**config.mk**
```make
export PLATFORM = sky130hd
export DESIGN_NAME = line_cmd_arbiter_flat
export DESIGN_NICKNAME = d
export VERILOG_FILES = /design/src/rtl/line_cmd_arbiter_if.sv /design/src/rtl/line_cmd_arbiter.sv /design/src/flat_wrapper.sv
export SDC_FILE = /design/constraint.sdc
export NUM_CORES = 1
export LEC_CHECK = 0
export BUFFER_PORTS_ARGS = -buffer_cell sky130_fd_sc_hd__buf_4
export CORE_MARGIN = 5
export CORE_UTILIZATION = 45
export DETAILED_ROUTE_END_ITERATION = 16
export PLACE_DENSITY = 0.83
export SLEW_MARGIN = 20
export SYNTH_ARGS = -nofsm -noshare
export SYNTH_HDL_FRONTEND = slang
export SYNTH_SLANG_ARGS = --single-unit
```
**constraint.sdc**
```tcl
create_clock -name clk -period 4.19 [get_ports clk]
set_clock_uncertainty 0.15 [all_clocks]
set_input_delay 0.419 -clock clk [delete_from_list [all_inputs] [get_ports clk]]
set_output_delay 0.419 -clock clk [all_outputs]
set_load 0.1 [all_outputs]
```
**src/rtl/line_cmd_arbiter_if.sv**
```systemverilog
// Requester and line-engine signal bundle for line_cmd_arbiter.
// slave: arbiter side; master: requesters plus engine side.
interface line_cmd_arbiter_if #(
  parameter int NUM_REQ = 4
);
  logic [NUM_REQ-1:0]    req;
  logic [NUM_REQ*40-1:0] cmd_line;
  logic [NUM_REQ-1:0]    ack;
  logic                  ack_err;
  logic [NUM_REQ-1:0]    grant;
  logic                  busy;
  logic [15:0]           line_count;
  logic [9:0]            eng_x1;
  logic [9:0]            eng_y1;
  logic [9:0]            eng_x2;
  logic [9:0]            eng_y2;
  logic                  eng_draw;
  logic [2:0]            eng_op;
  logic                  eng_done;

  modport slave (
    input  req,
    input  cmd_line,
    input  eng_done,
    output ack,
    output ack_err,
    output grant,
    output busy,
    output line_count,
    output eng_x1,
    output eng_y1,
    output eng_x2,
    output eng_y2,
    output eng_draw,
    output eng_op
  );

  modport master (
    output req,
    output cmd_line,
    output eng_done,
    input  ack,
    input  ack_err,
    input  grant,
    input  busy,
    input  line_count,
    input  eng_x1,
    input  eng_y1,
    input  eng_x2,
    input  eng_y2,
    input  eng_draw,
    input  eng_op
  );
endinterface

```
**src/rtl/line_cmd_arbiter.sv**
```systemverilog
// Round-robin arbiter/sequencer sharing one Bresenham line engine.
// Ports: clk, reset (sync, active-high), bus (line_cmd_arbiter_if.slave):
//   req/cmd_line in, ack/ack_err/grant/busy/line_count out,
//   eng_x1..eng_y2/eng_draw/eng_op out, eng_done in.
module line_cmd_arbiter #(
  parameter int         NUM_REQ = 4,
  parameter int         TIMEOUT = 4096,
  parameter int         TW      = 13,
  parameter logic [2:0] LINE_OP = 3'b100
) (
  input logic               clk,
  input logic               reset,
  line_cmd_arbiter_if.slave bus
);

  localparam int PW = $clog2(NUM_REQ);
  localparam int SW = PW + 1;
  localparam logic [TW-1:0] TLAST = TW'(TIMEOUT - 1);

  typedef enum logic [1:0] {
    IDLE,
    ISSUE,
    WAIT,
    RELEASE
  } state_t;

  state_t             state;
  logic [PW-1:0]      rr;
  logic [PW-1:0]      owner;
  logic [TW-1:0]      cnt;
  logic               seen_low;
  logic [NUM_REQ-1:0] grant;
  logic [NUM_REQ-1:0] ack;
  logic               ack_err;
  logic               busy;
  logic               draw;
  logic [15:0]        line_count;
  logic [9:0]         x1;
  logic [9:0]         y1;
  logic [9:0]         x2;
  logic [9:0]         y2;

  logic [39:0]        cmds [NUM_REQ];
  logic [SW-1:0]      sum;
  logic               pick_ok;
  logic [PW-1:0]      pick;
  logic [39:0]        pick_cmd;
  logic [NUM_REQ-1:0] pick_oh;
  logic               degen;
  logic               done_now;
  logic [PW-1:0]      rr_next;

  for (genvar i = 0; i < NUM_REQ; i++) begin : g_slice
    assign cmds[i] = bus.cmd_line[i*40 +: 40];
  end

  // Walk downward so the lowest offset from rr is the last hit kept.
  always_comb begin
    sum     = '0;
    pick_ok = 1'b0;
    pick    = '0;
    for (int k = NUM_REQ - 1; k >= 0; k--) begin
      sum = {1'b0, rr} + SW'(k);
      if (sum >= SW'(NUM_REQ)) begin
        sum = sum - SW'(NUM_REQ);
      end
      if (bus.req[sum[PW-1:0]]) begin
        pick_ok = 1'b1;
        pick    = sum[PW-1:0];
      end
    end
  end

  assign pick_cmd = cmds[pick];
  assign pick_oh  = NUM_REQ'(1) << pick;

  // The engine ignores zero-length lines, so they never get a draw.
  assign degen = (pick_cmd[39:30] == pick_cmd[19:10]) &&
                 (pick_cmd[29:20] == pick_cmd[9:0]);

  // A done still high from the previous line is stale until seen low.
  assign done_now = bus.eng_done && seen_low;

  assign rr_next = (owner == PW'(NUM_REQ - 1)) ? '0 : owner + 1'b1;

  always_ff @(posedge clk) begin
    if (reset) begin
      state      <= IDLE;
      rr         <= '0;
      owner      <= '0;
      cnt        <= '0;
      seen_low   <= 1'b0;
      grant      <= '0;
      ack        <= '0;
      ack_err    <= 1'b0;
      busy       <= 1'b0;
      draw       <= 1'b0;
      line_count <= '0;
      x1         <= '0;
      y1         <= '0;
      x2         <= '0;
      y2         <= '0;
    end else begin
      unique case (state)
        IDLE: begin
          if (pick_ok) begin
            owner            <= pick;
            grant            <= pick_oh;
            {x1, y1, x2, y2} <= pick_cmd;
            busy             <= 1'b1;
            if (degen) begin
              state   <= RELEASE;
              ack     <= pick_oh;
              ack_err <= 1'b0;
            end else begin
              state <= ISSUE;
              draw  <= 1'b1;
            end
          end
        end
        ISSUE: begin
          draw     <= 1'b0;
          cnt      <= '0;
          seen_low <= 1'b0;
          state    <= WAIT;
        end
        WAIT: begin
          if (!bus.eng_done) begin
            seen_low <= 1'b1;
          end
          if (done_now) begin
            state   <= RELEASE;
            ack     <= grant;
            ack_err <= 1'b0;
          end else if (cnt == TLAST) begin
            state   <= RELEASE;
            ack     <= grant;
            ack_err <= 1'b1;
          end else begin
            cnt <= cnt + 1'b1;
          end
        end
        RELEASE: begin
          ack     <= '0;
          ack_err <= 1'b0;
          grant   <= '0;
          busy    <= 1'b0;
          if (!ack_err) begin
            line_count <= line_count + 16'd1;
          end
          rr    <= rr_next;
          state <= IDLE;
        end
        default: begin
          state <= IDLE;
        end
      endcase
    end
  end

  assign bus.ack        = ack;
  assign bus.ack_err    = ack_err;
  assign bus.grant      = grant;
  assign bus.busy       = busy;
  assign bus.line_count = line_count;
  assign bus.eng_x1     = x1;
  assign bus.eng_y1     = y1;
  assign bus.eng_x2     = x2;
  assign bus.eng_y2     = y2;
  assign bus.eng_draw   = draw;

  // Held at LINE_OP during reset so the engine's own reset takes effect.
  assign bus.eng_op = (reset || busy) ? LINE_OP : 3'b000;

endmodule

```
**src/flat_wrapper.sv**
```systemverilog
// flat-port wrapper written by rule: the top's interface ports become plain ports
module line_cmd_arbiter_flat 
#(
  parameter int         NUM_REQ = 4,
  parameter int         TIMEOUT = 4096,
  parameter int         TW      = 13,
  parameter logic [2:0] LINE_OP = 3'b100
)
  (clk, reset, bus_req, bus_cmd_line, bus_eng_done, bus_ack, bus_ack_err, bus_grant, bus_busy, bus_line_count, bus_eng_x1, bus_eng_y1, bus_eng_x2, bus_eng_y2, bus_eng_draw, bus_eng_op);
  line_cmd_arbiter_if #(.NUM_REQ(NUM_REQ)) bus_i ();
  input logic clk;
  input logic reset;
  input wire logic [$bits(bus_i.req)-1:0] bus_req;
  input wire logic [$bits(bus_i.cmd_line)-1:0] bus_cmd_line;
  input wire logic [$bits(bus_i.eng_done)-1:0] bus_eng_done;
  output wire logic [$bits(bus_i.ack)-1:0] bus_ack;
  output wire logic [$bits(bus_i.ack_err)-1:0] bus_ack_err;
  output wire logic [$bits(bus_i.grant)-1:0] bus_grant;
  output wire logic [$bits(bus_i.busy)-1:0] bus_busy;
  output wire logic [$bits(bus_i.line_count)-1:0] bus_line_count;
  output wire logic [$bits(bus_i.eng_x1)-1:0] bus_eng_x1;
  output wire logic [$bits(bus_i.eng_y1)-1:0] bus_eng_y1;
  output wire logic [$bits(bus_i.eng_x2)-1:0] bus_eng_x2;
  output wire logic [$bits(bus_i.eng_y2)-1:0] bus_eng_y2;
  output wire logic [$bits(bus_i.eng_draw)-1:0] bus_eng_draw;
  output wire logic [$bits(bus_i.eng_op)-1:0] bus_eng_op;
  assign bus_i.req = bus_req;
  assign bus_i.cmd_line = bus_cmd_line;
  assign bus_i.eng_done = bus_eng_done;
  assign bus_ack = bus_i.ack;
  assign bus_ack_err = bus_i.ack_err;
  assign bus_grant = bus_i.grant;
  assign bus_busy = bus_i.busy;
  assign bus_line_count = bus_i.line_count;
  assign bus_eng_x1 = bus_i.eng_x1;
  assign bus_eng_y1 = bus_i.eng_y1;
  assign bus_eng_x2 = bus_i.eng_x2;
  assign bus_eng_y2 = bus_i.eng_y2;
  assign bus_eng_draw = bus_i.eng_draw;
  assign bus_eng_op = bus_i.eng_op;
  line_cmd_arbiter #(.NUM_REQ(NUM_REQ), .TIMEOUT(TIMEOUT), .TW(TW), .LINE_OP(LINE_OP)) u_core (.clk(clk), .reset(reset), .bus(bus_i));
endmodule
```
Word level (Yosys, flattened, before mapping) --
Index checks and enable logic that the tools add are counted.
Storage, ports and cells: flip-flop bits (word level) 87, bits of input ports 167, output and inout bits 70, logic and storage cells 119
Cells by class: $add $sub $neg 10, order comparisons 9, equal/unequal tests 14, shifts and indexed selects 1, mux-type cells 52, bitwise logic cells 2, reduce and logical (&&, ||, !) cells 16
Operator list (number):
- $bmux 40 s2 | 1
- $mux 40 | 2
- $mux 13 | 2
- $mux 2 | 13
- $pmux 13 s2 | 1
- $eq 10x10->1 | 2
- $mux 4 | 5
- $add 16x1->16 const B | 1
- $mux 1 | 16
- $add 13x1->13 const B | 1
- $eq 13x12->1 const B | 1
- $ge 3x3->1 const B | 4
- $lt 2x3->1 const B | 4
- $pmux 4 s3 | 1
- $reduce_and 2->1 | 5
- $bmux 1 s2 | 4
- $ne 2x2->1 const B | 4
- $pmux 2 s4 | 1
- $pmux 4 s2 | 1
- $sub 2x1->2 const B | 4
- $add 2x2->3 const B | 2
- $eq 2x2->1 const B | 3
- $pmux 1 s2 | 3
- $reduce_and 3->1 | 2
- 17 further kinds | 21

Depth between registers and ports, before layout --
Gate-level depths: netlist of run 1.
depth after elaboration 18, mapped depth 13, depth with buffers taken out 10

Worst setup path after synthesis of run 1 --
No wires, ideal clock.
path type register to register, start register u_core.rr[1], end register u_core.ack[0], in the netlist u_core.bus.ack[0], library setup time 0.091 ns, arrival 2.943 ns, data required time 3.949 ns, slack 1.006 ns, stages on the path, launching flop included 13, buffers on the path 2, period minus slack after synthesis 3.184 ns, cell sequence dfxtp_1 -> mux2i_1 -> nor2_1 -> or3_1 -> buf_2 -> buf_6 -> a211oi_1 -> a211oi_1 -> nor4b_2 -> nand4_1 -> o41ai_4 -> a21oi_1 -> a311oi_1
Between the ends: word-level cells in the longest chain between the ends 17, elaborated cells on any way between the ends 45, classes of those cells add/sub (7); order compare (4); eq/ne (4); shift (1); mux (26); bitwise (1); reduce/logical (2)
RTL lines:
- start: declaration | line line_cmd_arbiter.sv:28 | logic [PW-1:0] rr;
- start signal: assignment | line line_cmd_arbiter.sv:151 | rr <= rr_next;
- $add 2x2->3 | line line_cmd_arbiter.sv:63 | sum = {1'b0, rr} + SW'(k);
- $ge 3x3->1 or $sub 2x1->2 (tied branches) | line line_cmd_arbiter.sv:64, line_cmd_arbiter.sv:65
- $mux 2 | line line_cmd_arbiter.sv:64 | if (sum >= SW'(NUM_REQ)) begin
- $bmux 1 s2 | line line_cmd_arbiter.sv:67 | if (bus.req[sum[PW-1:0]]) begin
- $mux 1 (implied by the code) | line line_cmd_arbiter.sv:67
- $mux 2 (4 in series) | line line_cmd_arbiter.sv:67
- $not 2->3 (implied by the code) | line line_cmd_arbiter.sv:74 | assign pick_cmd = cmds[pick];
- $bmux 40 s2 | line line_cmd_arbiter.sv:74
- $mux 40 (implied by the code) (2 in series) | line line_cmd_arbiter.sv:74
- $eq 10x10->1, on equally long branches | line line_cmd_arbiter.sv:78, line_cmd_arbiter.sv:79
- $logic_and 1x1->1 | line line_cmd_arbiter.sv:78 | assign degen = (pick_cmd[39:30] == pick_cmd[19:10]) &&
- $ne 2x1->1 (no source line)
- $reduce_and 4->1 (no source line)
- end signal: assignment | line line_cmd_arbiter.sv:113 | ack <= pick_oh;
- end signal: assignment | line line_cmd_arbiter.sv:133 | ack <= grant;
- end signal: assignment | line line_cmd_arbiter.sv:137 | ack <= grant;
- end: declaration | line line_cmd_arbiter.sv:33 | logic [NUM_REQ-1:0] ack;
Parallel ways exist; a longest one is shown, timed or not. The select of a mux whose other input is x is not followed. A chain may end at the register's enable or synchronous reset.

Worst setup path after layout of run 1 --
start register u_core.rr[1], end register u_core.ack[2], in the netlist u_core.bus.ack[2]
Same word-level chain as after synthesis.

==> impl_metrics.py, run 1 <==
metrics = {
    "outcome": {
        "status": "finished, final reports clean",
    },
    "hold_path": {
        "hp-class": "input pin to flip-flop",
        "hold_path_startpoint": "bus_eng_done",
    },
    "timing": {
        "min_period_ns": 3.95,
        "final_hold_viol_count": 0,
        "finalSetupTns_ns": 0,
        "max_freq_mhz": 253,
        "grt_setup_unrepaired": "false",
        "setup_violations": 0,
        "fin_crit_sh_pct": 94.3,
        "worst_slew_pin_slew_ns": 0.847,
        "drv_slew": 0,
        "slew_headroom_pct": 43.0,
        "fin_ws_ns": 0.239,
    },
    "pwr": {
        "vdd_drop_max_mv": 0.497,
        "pwr_density_cell_nw_per_um2": 665,
        "power.leakage_nw": 3.34,
    },
    "cts": {
        "cts_made_buffers": 9,
        "cts_buffer_depth": 2,
        "cts.repair.resized": 0,
        "clock-sinks": 87,
        "cts_tree": "done",
        "cts-root-buf": "clkbuf_16",
        "clock_latency_ns": 0.34,
        "clk_pin_slew_ns": 0.07,
        "cts_hold_buffers": 0,
        "post_cts_buffers": 0,
        "htreeDepth": 3,
    },
    "floorplan": {
        "die_y_um": 118,
        "die_w_um": 118,
        "rows": 39,
        "num_io_pins": 237,
        "coreArea_um2": 11400,
        "start_util_pct": 46.1,
        "dieArea_um2": 14000,
    },
    "critical_path": {
        "arrival_ns": 4.03,
        "worstReg2RegStart": "u_core.rr[1]$_SDFFE_PP0P_",
        "critical_path.max_fanout": 41,
        "start_kind": "flip-flop",
        "crit_required_ns": 4.27,
        "critical_path_class": "flip-flop to flip-flop",
        "startpoint": "u_core.rr[1]$_SDFFE_PP0P_",
        "worst_setup_path_end_kind": "flip-flop",
    },
    "finish": {
        "fill_cells": 1024,
        "final_core_util_pct": 64.6,
        "layout-drive-gt1-share_pct": 32.4,
        "nNetsFinal": 1089,
        "n_antenna_cell": 0,
        "fin_area_um2": 7370,
        "syn_to_final_growth_pct": 40.1,
    },
    "synthesis": {
        "syn_area_um2": 5260,
        "syn_inst": 713,
        "yosys_most_used_dff": "dfxtp_1",
        "synth_edf_count": 0,
        "async_flop_share_pct": 0,
        "synth_warnings": 0,
        "yosysSeqAreaShare_pct": 33.1,
        "syn_area_per_cell_um2": 7.38,
        "yosysUniqueCellTypes": 47,
        "synth-seq-cells": 87,
    },
    "place": {
        "io_buffer_count": 234,
        "detailed_place.area_um2": 7090,
        "hpwlAfterDp_um": 14200,
        "place.gp.congestion": 0.926,
        "place_ws_ns": 0.252,
    },
    "detailed_routing": {
        "vias": 6007,
        "antenna_left": 0,
        "drt_iter0_drc": 806,
        "wl_per_cell_um": 17.6,
        "vias_per_cell": 5.66,
        "drc": 0,
        "drtPass1Iterations": 6,
        "drt-total-wl_um": 18700,
    },
    "grt": {
        "grt_max_degree": 60,
        "antenna_found_initial": 0,
        "grt_first_pass_wirelength_um": 29500,
        "grt_pass1_vias": 5672,
        "grtUsageTotal_pct": 25.5,
        "gr-total-overflow": 0,
    },
    "run": {
        "max_cap_viol_count": 0,
    },
}
synthesized netlist by cell type (6+ instances only):
cell type / count / area, um2
dfxtp_1: 87 / 1740
nand3_1: 36 / 180
o21ai_0: 23 / 115
a31o_2: 24 / 210
o211ai_1: 8 / 60.1
nand2_1: 88 / 330
ha_1: 8 / 100
and3_1: 45 / 282
xor2_1: 16 / 140
mux2i_1: 6 / 60.1
nor2_1: 114 / 428
a21oi_1: 61 / 305
xnor2_1: 16 / 140
buf_2: 12 / 60.1
nand4_1: 9 / 56.3
or3_1: 12 / 75.1
clkbuf_1: 36 / 135
a211oi_1: 46 / 345
nor4_1: 7 / 43.8
path summary, 6_finish.rpt:
check,end,slack (ns),cells after the start
worst max-delay path,u_core.bus.ack[2]$_SDFFE_PP0P_,0.24,11
worst min-delay path,u_core.seen_low$_SDFFE_PP0P_,0.21,3
worst max register to register,u_core.bus.ack[2]$_SDFFE_PP0P_,0.24,11
worst min register to register,u_core.bus.eng_x2[7]$_SDFFE_PP0P_,0.31,2
where the power goes:
| part | leakage (nW) | total, mW | switching [mW] | internal (mW) |
|---|---|---|---|---|
| Clock | 0.132 | 0.758 | 0.351 | 0.407 |
| Sequential | 0.712 | 1.15 | 0.125 | 1.02 |
| Combinational | 2.50 | 3.00 | 2.21 | 0.785 |
metal layers:
metal | GRT usage (%) | part of all wire (%) | up-vias
met1 | 32.9 | 40 | 2750
met3 | 7.21 | 9.6 | 34
met4 | 8.67 | 3.1 | 0
met5 | 0 | 0 | -
met2 | 40.8 | 47 | 270
li1 | - | - | 2953
critical path, stage by stage, from the launching register on:
cell	delay [ns]
dfxtp_1	0.43
nand2_1	0.13
a221o_2	0.48
buf_4	0.29
and3_1	0.23
a211oi_1	0.38
a211oi_1	0.12
nor4b_2	0.30
nand4_1	0.22
o41ai_4	0.64
a21oi_1	0.14
a311oi_1	0.30
area by class of cell:
cell class	instances	area [um2]	share of cell area (%)
multi-input cells	566	3290	44.6
repair buffers	245	1860	25.3
flip-flops and latches	87	1740	23.6
clock buffers	9	225	3.06
well taps	143	179	2.43
clock inverters	7	55.1	0.747
inverters	5	18.8	0.255
metrics by stage:
stage | total power, mW | hold slack (ns) | std cells
after floorplan | 3.45 | 0.300 | 714
after global placement | 4.12 | 0.295 | 1046
after detailed placement | 4.14 | 0.297 | 1046
after CTS | 4.90 | 0.206 | 1062
after global routing | 5.15 | 0.211 | 1062
final | 4.90 | 0.213 | 1062
state kept, by name, summed over array words and instances, names as in the netlist, 2 cells and up:
signal,cells
u_core.bus.ack,4
u_core.bus.eng_x1,10
u_core.bus.eng_x2,10
u_core.bus.eng_y1,10
u_core.bus.eng_y2,10
u_core.bus.grant,4
u_core.bus.line_count,16
u_core.cnt,13
u_core.owner,2
u_core.rr,2
u_core.state,2
cell usage in the layout (no fill, tap or decap), drive strengths merged, types with 2 or more instances in the layout:
cell type and n:
or3 12, xnor2 16, a211oi 47, and2 2, clkinvlp 2, nor2b 3
nor2 115, or2 2, a211o 3, mux2i 6, ha 8, o211ai 8
a311oi 4, a21oi 61, xor2 16, and4b 3, a31o 24, clkinv 3
nand2 88, o41ai 2, inv 7, dfxtp 87, nand3 36, nand2b 5
nor3 5, clkbuf 9, a32oi 5, and3 45, conb 2, o21ai 23
buf 245, nand4 9, nor4 7
cell families after synthesis:
family	share of synthesized area, %
AND/OR/NAND/NOR	29.6
AO/OA/AOI/OAI	23.9
flip-flops	33.1
buffers and inverters	4.92
XOR/XNOR	5.33
adder cells (fa/ha/maj)	1.90
multiplexers	1.14
other	0.0713
Note: power is estimated with default switching activity, not from simulation.
==> run 2: changes to the inputs <==
Settings changed: CTS_CLUSTER_SIZE from default to 16, RECOVER_POWER from default to 25.
==> run 2 against run 1 <==
Against the previous run: utilization down 1.2 points; via count up 0.90%; final area down 1.8%; worst setup slack better by 0.055 ns; critical path type unchanged; critical endpoint is now u_core.bus.ack[0]$_SDFFE_PP0P_.
==> impl_metrics.py, run 2 (synthesis results as in run 1) <==
metrics = {
    "finish": {
        "n_antenna_cell": 0,
        "syn_to_final_growth_pct": 37.6,
        "finalNonFillerCells": 1062,
        "top_regs": "u_core.bus.line_count (16), u_core.cnt (13)",
        "nNetsFinal": 1089,
        "final_common_cell": "buf_4",
        "final_cell_mix": "208 x buf_4, 114 x nor2_1, 87 x nand2_1, 87 x dfxtp_1, 61 x a21oi_1",
        "layout-drive-gt1-share_pct": 28.6,
        "largest_reg_flops": 16,
        "top_register": "u_core.bus.line_count",
    },
    "detailed_routing": {
        "vias_per_cell": 5.71,
        "antenna_left": 0,
        "vias": 6061,
        "drc": 0,
        "drt_iter0_drc": 799,
        "drtPass1Iterations": 6,
        "drt-total-wl_um": 18700,
        "wl_per_cell_um": 17.6,
    },
    "pwr": {
        "combPwrFrac_pct": 60.4,
        "switchingPower_mw": 2.68,
        "switching_share_pct": 55.9,
        "pwr-share-clk_pct": 15.8,
        "power.leakage_nw": 3.20,
        "p_int_mw": 2.11,
        "vdd_drop_max_mv": 0.492,
        "power.share.sequential_pct": 23.8,
        "pwr_density_cell_nw_per_um2": 662,
    },
    "cts": {
        "cts.repair.resized": 0,
        "cts-root-buf": "clkbuf_16",
        "clock_latency_ns": 0.33,
        "cts_buffer_depth": 2,
        "clk_pin_slew_ns": 0.07,
        "htreeDepth": 3,
        "cts_made_buffers": 9,
        "post_cts_buffers": 0,
        "cts_tree": "done",
        "cts_hold_buffers": 0,
        "clock-sinks": 87,
    },
    "timing": {
        "grt_setup_unrepaired": "false",
        "slew_headroom_pct": 15.2,
        "finalSetupTns_ns": 0,
        "worst_slew_pin_slew_ns": 1.28,
        "setup_violations": 0,
        "max_freq_mhz": 257,
        "min_period_ns": 3.90,
        "fin_ws_ns": 0.294,
        "drv_slew": 0,
        "fin_crit_sh_pct": 93.0,
        "final_hold_viol_count": 0,
    },
    "floorplan": {
        "dieArea_um2": 14000,
        "start_util_pct": 46.1,
        "num_io_pins": 237,
        "die_y_um": 118,
        "coreArea_um2": 11400,
        "die_w_um": 118,
        "rows": 39,
    },
    "critical_path": {
        "crit_required_ns": 4.28,
        "critical_path.max_fanout": 41,
        "start_kind": "flip-flop",
        "worst_setup_path_end_kind": "flip-flop",
        "critical_path_class": "flip-flop to flip-flop",
        "arrival_ns": 3.98,
    },
    "grt": {
        "grt_pass1_vias": 5672,
        "grt_max_degree": 60,
        "antenna_found_initial": 0,
        "gr-total-overflow": 0,
        "grt_first_pass_wirelength_um": 29500,
        "grtUsageTotal_pct": 25.5,
    },
    "outcome": {
        "status": "finished, final reports clean",
    },
    "place": {
        "io_buffer_count": 234,
        "dp_cells": 1046,
        "hpwlAfterDp_um": 14200,
        "place_ws_ns": 0.252,
        "place.gp.congestion": 0.926,
    },
    "hold_path": {
        "hp-class": "input pin to flip-flop",
    },
    "run": {
        "max_cap_viol_count": 0,
    },
}
## run 2: cell types whose count changed in the layout (fill, tap and decap cells not counted), sizes merged
cell / change
buf: -35
clkbuf: +35
## run 2: cell type report
cell class,count,area (um2)
Fill cell,1060,4180
Multi-Input combinational cell,566,3290
Sequential cell,87,1740
Timing Repair Buffer,245,1730
Clock buffer,9,225
Tap cell,143,179
Clock inverter,7,55.1
Inverter,5,18.8
## run 2: path summary, 6_finish.rpt
check | from | depth (start not counted) | endpoint | slack (ns)
worst max-delay path | u_core.rr[1]$_SDFFE_PP0P_ | 11 | u_core.bus.ack[0]$_SDFFE_PP0P_ | 0.29
worst min-delay path | bus_eng_done | 3 | u_core.seen_low$_SDFFE_PP0P_ | 0.22
worst max register to register | u_core.rr[1]$_SDFFE_PP0P_ | 11 | u_core.bus.ack[0]$_SDFFE_PP0P_ | 0.29
worst min register to register | u_core.bus.eng_x2[7]$_SDFFE_PP0P_ | 2 | u_core.bus.eng_x2[7]$_SDFFE_PP0P_ | 0.31
## run 2: power by group through the flow
stage / Combinational [mW] / Sequential, mW / Clock, mW
after floorplan: 1.08 / 2.37 / 0
after global placement: 2.96 / 1.16 / 0
after detailed placement: 2.98 / 1.16 / 0
after CTS: 2.99 / 1.14 / 0.768
after global routing: 3.08 / 1.17 / 0.801
final: 2.89 / 1.14 / 0.755
## run 2: worst max-delay path: stages, from the launching register on
cell      delay (ns)
dfxtp_1         0.43
nand2_1         0.13
a221o_2         0.48
buf_4           0.30
and3_1          0.23
a211oi_1        0.39
a211oi_1        0.11
nor4b_2         0.30
nand4_1         0.22
o41ai_4         0.64
a21oi_1         0.14
a311oi_1        0.26
## run 2: stage by stage
| stage | utilization [%] | power, mW | hold slack [ns] | area [um2] |
|---|---|---|---|---|
| 4_1_cts | 64.6 | 4.90 | 0.206 | 7370 |
| 3_5_place_dp | 62.1 | 4.14 | 0.297 | 7090 |
| 6_report | 63.4 | 4.79 | 0.216 | 7240 |
| 2_1_floorplan | - | 3.45 | 0.300 | 5260 |
| 5_1_grt | 63.4 | 5.05 | 0.211 | 7240 |
| 3_3_place_gp | 62.1 | 4.12 | 0.295 | 7090 |
## run 2: metal layers
| layer | wire length [um] | up-vias | track usage [%] |
|---|---|---|---|
| met3 | 1710 | 40 | 7.21 |
| met4 | 590 | 0 | 8.67 |
| li1 | - | 2953 | - |
| met1 | 7630 | 2779 | 32.9 |
| met2 | 8780 | 289 | 40.8 |
| met5 | 0 | - | 0 |
==> run 3: changes to the inputs <==
Settings changed: ABC_CLOCK_PERIOD_IN_PS from default to 4600.
Clock period 4.19 ns to 4.6 ns, I/O delays scaled along.
==> run 3 against run 2 <==
Against the previous run: register-to-register slack better by 0.41 ns; wire length up 1.9%; total power down 7.2%; critical path type unchanged; critical endpoint unchanged; largest cell class unchanged; highest routed layer unchanged.
==> impl_metrics.py, run 3 (synthesis results as in run 1) <==
metrics = {
    "cts": {
        "post_cts_buffers": 0,
        "clock-sinks": 87,
        "cts_made_buffers": 9,
        "cts_hold_buffers": 0,
        "clk_pin_slew_ns": 0.06,
        "cts_buffer_depth": 2,
        "cts_tree": "done",
        "cts-root-buf": "clkbuf_16",
        "clock_latency_ns": 0.34,
        "cts.repair.resized": 0,
        "htreeDepth": 3,
    },
    "finish": {
        "nNetsFinal": 1090,
        "n_antenna_cell": 0,
        "final_core_util_pct": 63.7,
        "syn_to_final_growth_pct": 38.3,
        "fin_area_um2": 7280,
        "largest_reg_flops": 16,
        "top_register": "u_core.bus.line_count",
        "layout-drive-gt1-share_pct": 28.7,
        "final_common_cell": "buf_4",
        "top_regs": "u_core.bus.line_count (16), u_core.cnt (13)",
        "final_cell_mix": "208 x buf_4, 114 x nor2_1, 87 x nand2_1, 87 x dfxtp_1, 61 x a21oi_1",
    },
    "timing": {
        "grt_setup_unrepaired": "false",
        "slew_headroom_pct": 15.3,
        "setup_violations": 0,
        "final_hold_viol_count": 0,
        "worst_slew_pin_slew_ns": 1.28,
        "drv_slew": 0,
        "hold_ws_ns": 0.263,
        "finalSetupTns_ns": 0,
        "min_period_ns": 3.90,
        "fin_crit_sh_pct": 84.7,
        "max_freq_mhz": 257,
    },
    "run": {
        "max_cap_viol_count": 0,
    },
    "outcome": {
        "status": "finished, final reports clean",
    },
    "floorplan": {
        "num_io_pins": 237,
        "die_w_um": 118,
        "die_y_um": 118,
        "start_util_pct": 46.1,
        "rows": 39,
        "dieArea_um2": 14000,
        "coreArea_um2": 11400,
    },
    "hold_path": {
        "hold_depth": 3,
        "hp-class": "input pin to flip-flop",
    },
    "critical_path": {
        "start_kind": "flip-flop",
        "startpoint": "u_core.rr[1]$_SDFFE_PP0P_",
        "worstReg2RegStart": "u_core.rr[1]$_SDFFE_PP0P_",
        "arrival_ns": 3.99,
        "crit_required_ns": 4.69,
        "r2r-end": "u_core.bus.ack[0]$_SDFFE_PP0P_",
        "worst_setup_path_end_kind": "flip-flop",
        "reg2regPathDepth": 11,
        "critical_path.max_fanout": 56,
        "reg2reg_slack_ns": 0.70,
        "endpoint": "u_core.bus.ack[0]$_SDFFE_PP0P_",
        "critical_path_class": "flip-flop to flip-flop",
    },
    "detailed_routing": {
        "wl_per_cell_um": 17.9,
        "drt-total-wl_um": 19100,
        "antenna_left": 0,
        "vias_per_cell": 5.69,
        "vias": 6053,
        "drtPass1Iterations": 6,
        "drc": 0,
        "drt_iter0_drc": 722,
    },
    "pwr": {
        "pwr_density_cell_nw_per_um2": 611,
        "vdd_drop_max_mv": 0.504,
        "power.leakage_nw": 3.22,
    },
    "grt": {
        "grt_max_degree": 80,
        "antenna_found_initial": 0,
        "grtUsageTotal_pct": 25.8,
        "grt_first_pass_wirelength_um": 29800,
        "gr-total-overflow": 0,
        "grt_pass1_vias": 5628,
    },
    "place": {
        "io_buffer_count": 234,
        "place.gp.congestion": 0.943,
        "hpwlAfterDp_um": 14300,
        "detailed_place.area_um2": 7110,
    },
}
## run 3: changes by cell type in the layout (fill, tap and decap cells not counted), sizes merged
cell / previous run / this run
buf: 210 / 211
bufinv: 0 / 1
inv: 7 / 6
## run 3: worst max-delay path, cell delays in order (launching register included)
cell	delay [ns]
dfxtp_1	0.43
nand2_1	0.15
a221o_2	0.37
buf_4	0.29
and3_1	0.25
a211oi_1	0.42
a211oi_1	0.11
nor4b_2	0.33
nand4_1	0.25
o41ai_4	0.65
a21oi_1	0.14
a311oi_1	0.25
## run 3: metrics by stage
stage	worst slack, ns	cells	power, mW
6_report	0.702	1063	4.45
5_1_grt	0.435	1063	4.66
4_1_cts	0.789	1063	4.53
3_5_place_dp	0.640	1047	3.79
3_3_place_gp	0.736	1047	3.77
2_1_floorplan	1.38	714	3.14
## run 3: power breakdown
part	leakage (nW)	internal, mW	switching (mW)
clock	0.142	0.422	0.320
combinational	2.36	0.635	2.03
sequential	0.712	0.930	0.115
## run 3: per-layer routing
metal  up-vias  global-route usage (%)  wire, um
met2       305                    41.7      8690
met3        44                    7.78      1930
met4         0                    8.67       645
met1      2759                    32.9      7810
met5         -                       0         0
li1       2945                       -         -
## run 3: worst min-delay path by stage
stage / endpoint / from
floorplan: u_core.seen_low$_SDFFE_PP0P_ / u_core.seen_low$_SDFFE_PP0P_
global placement: u_core.bus.eng_x2[5]$_SDFFE_PP0P_ / u_core.bus.eng_x2[5]$_SDFFE_PP0P_
detailed placement: u_core.bus.eng_x2[4]$_SDFFE_PP0P_ / u_core.bus.eng_x2[4]$_SDFFE_PP0P_
CTS: u_core.seen_low$_SDFFE_PP0P_ / bus_eng_done
global route: u_core.seen_low$_SDFFE_PP0P_ / bus_eng_done
finish: u_core.seen_low$_SDFFE_PP0P_ / bus_eng_done
## run 3: final cells by class
cell class	count	area [um2]
timing repair buffer	246	1750
clock buffer	9	225
tap	143	179
sequential	87	1740
fill	1057	4140
clock inverter	7	72.6
inverter	5	18.8
multi-input combinational	566	3290
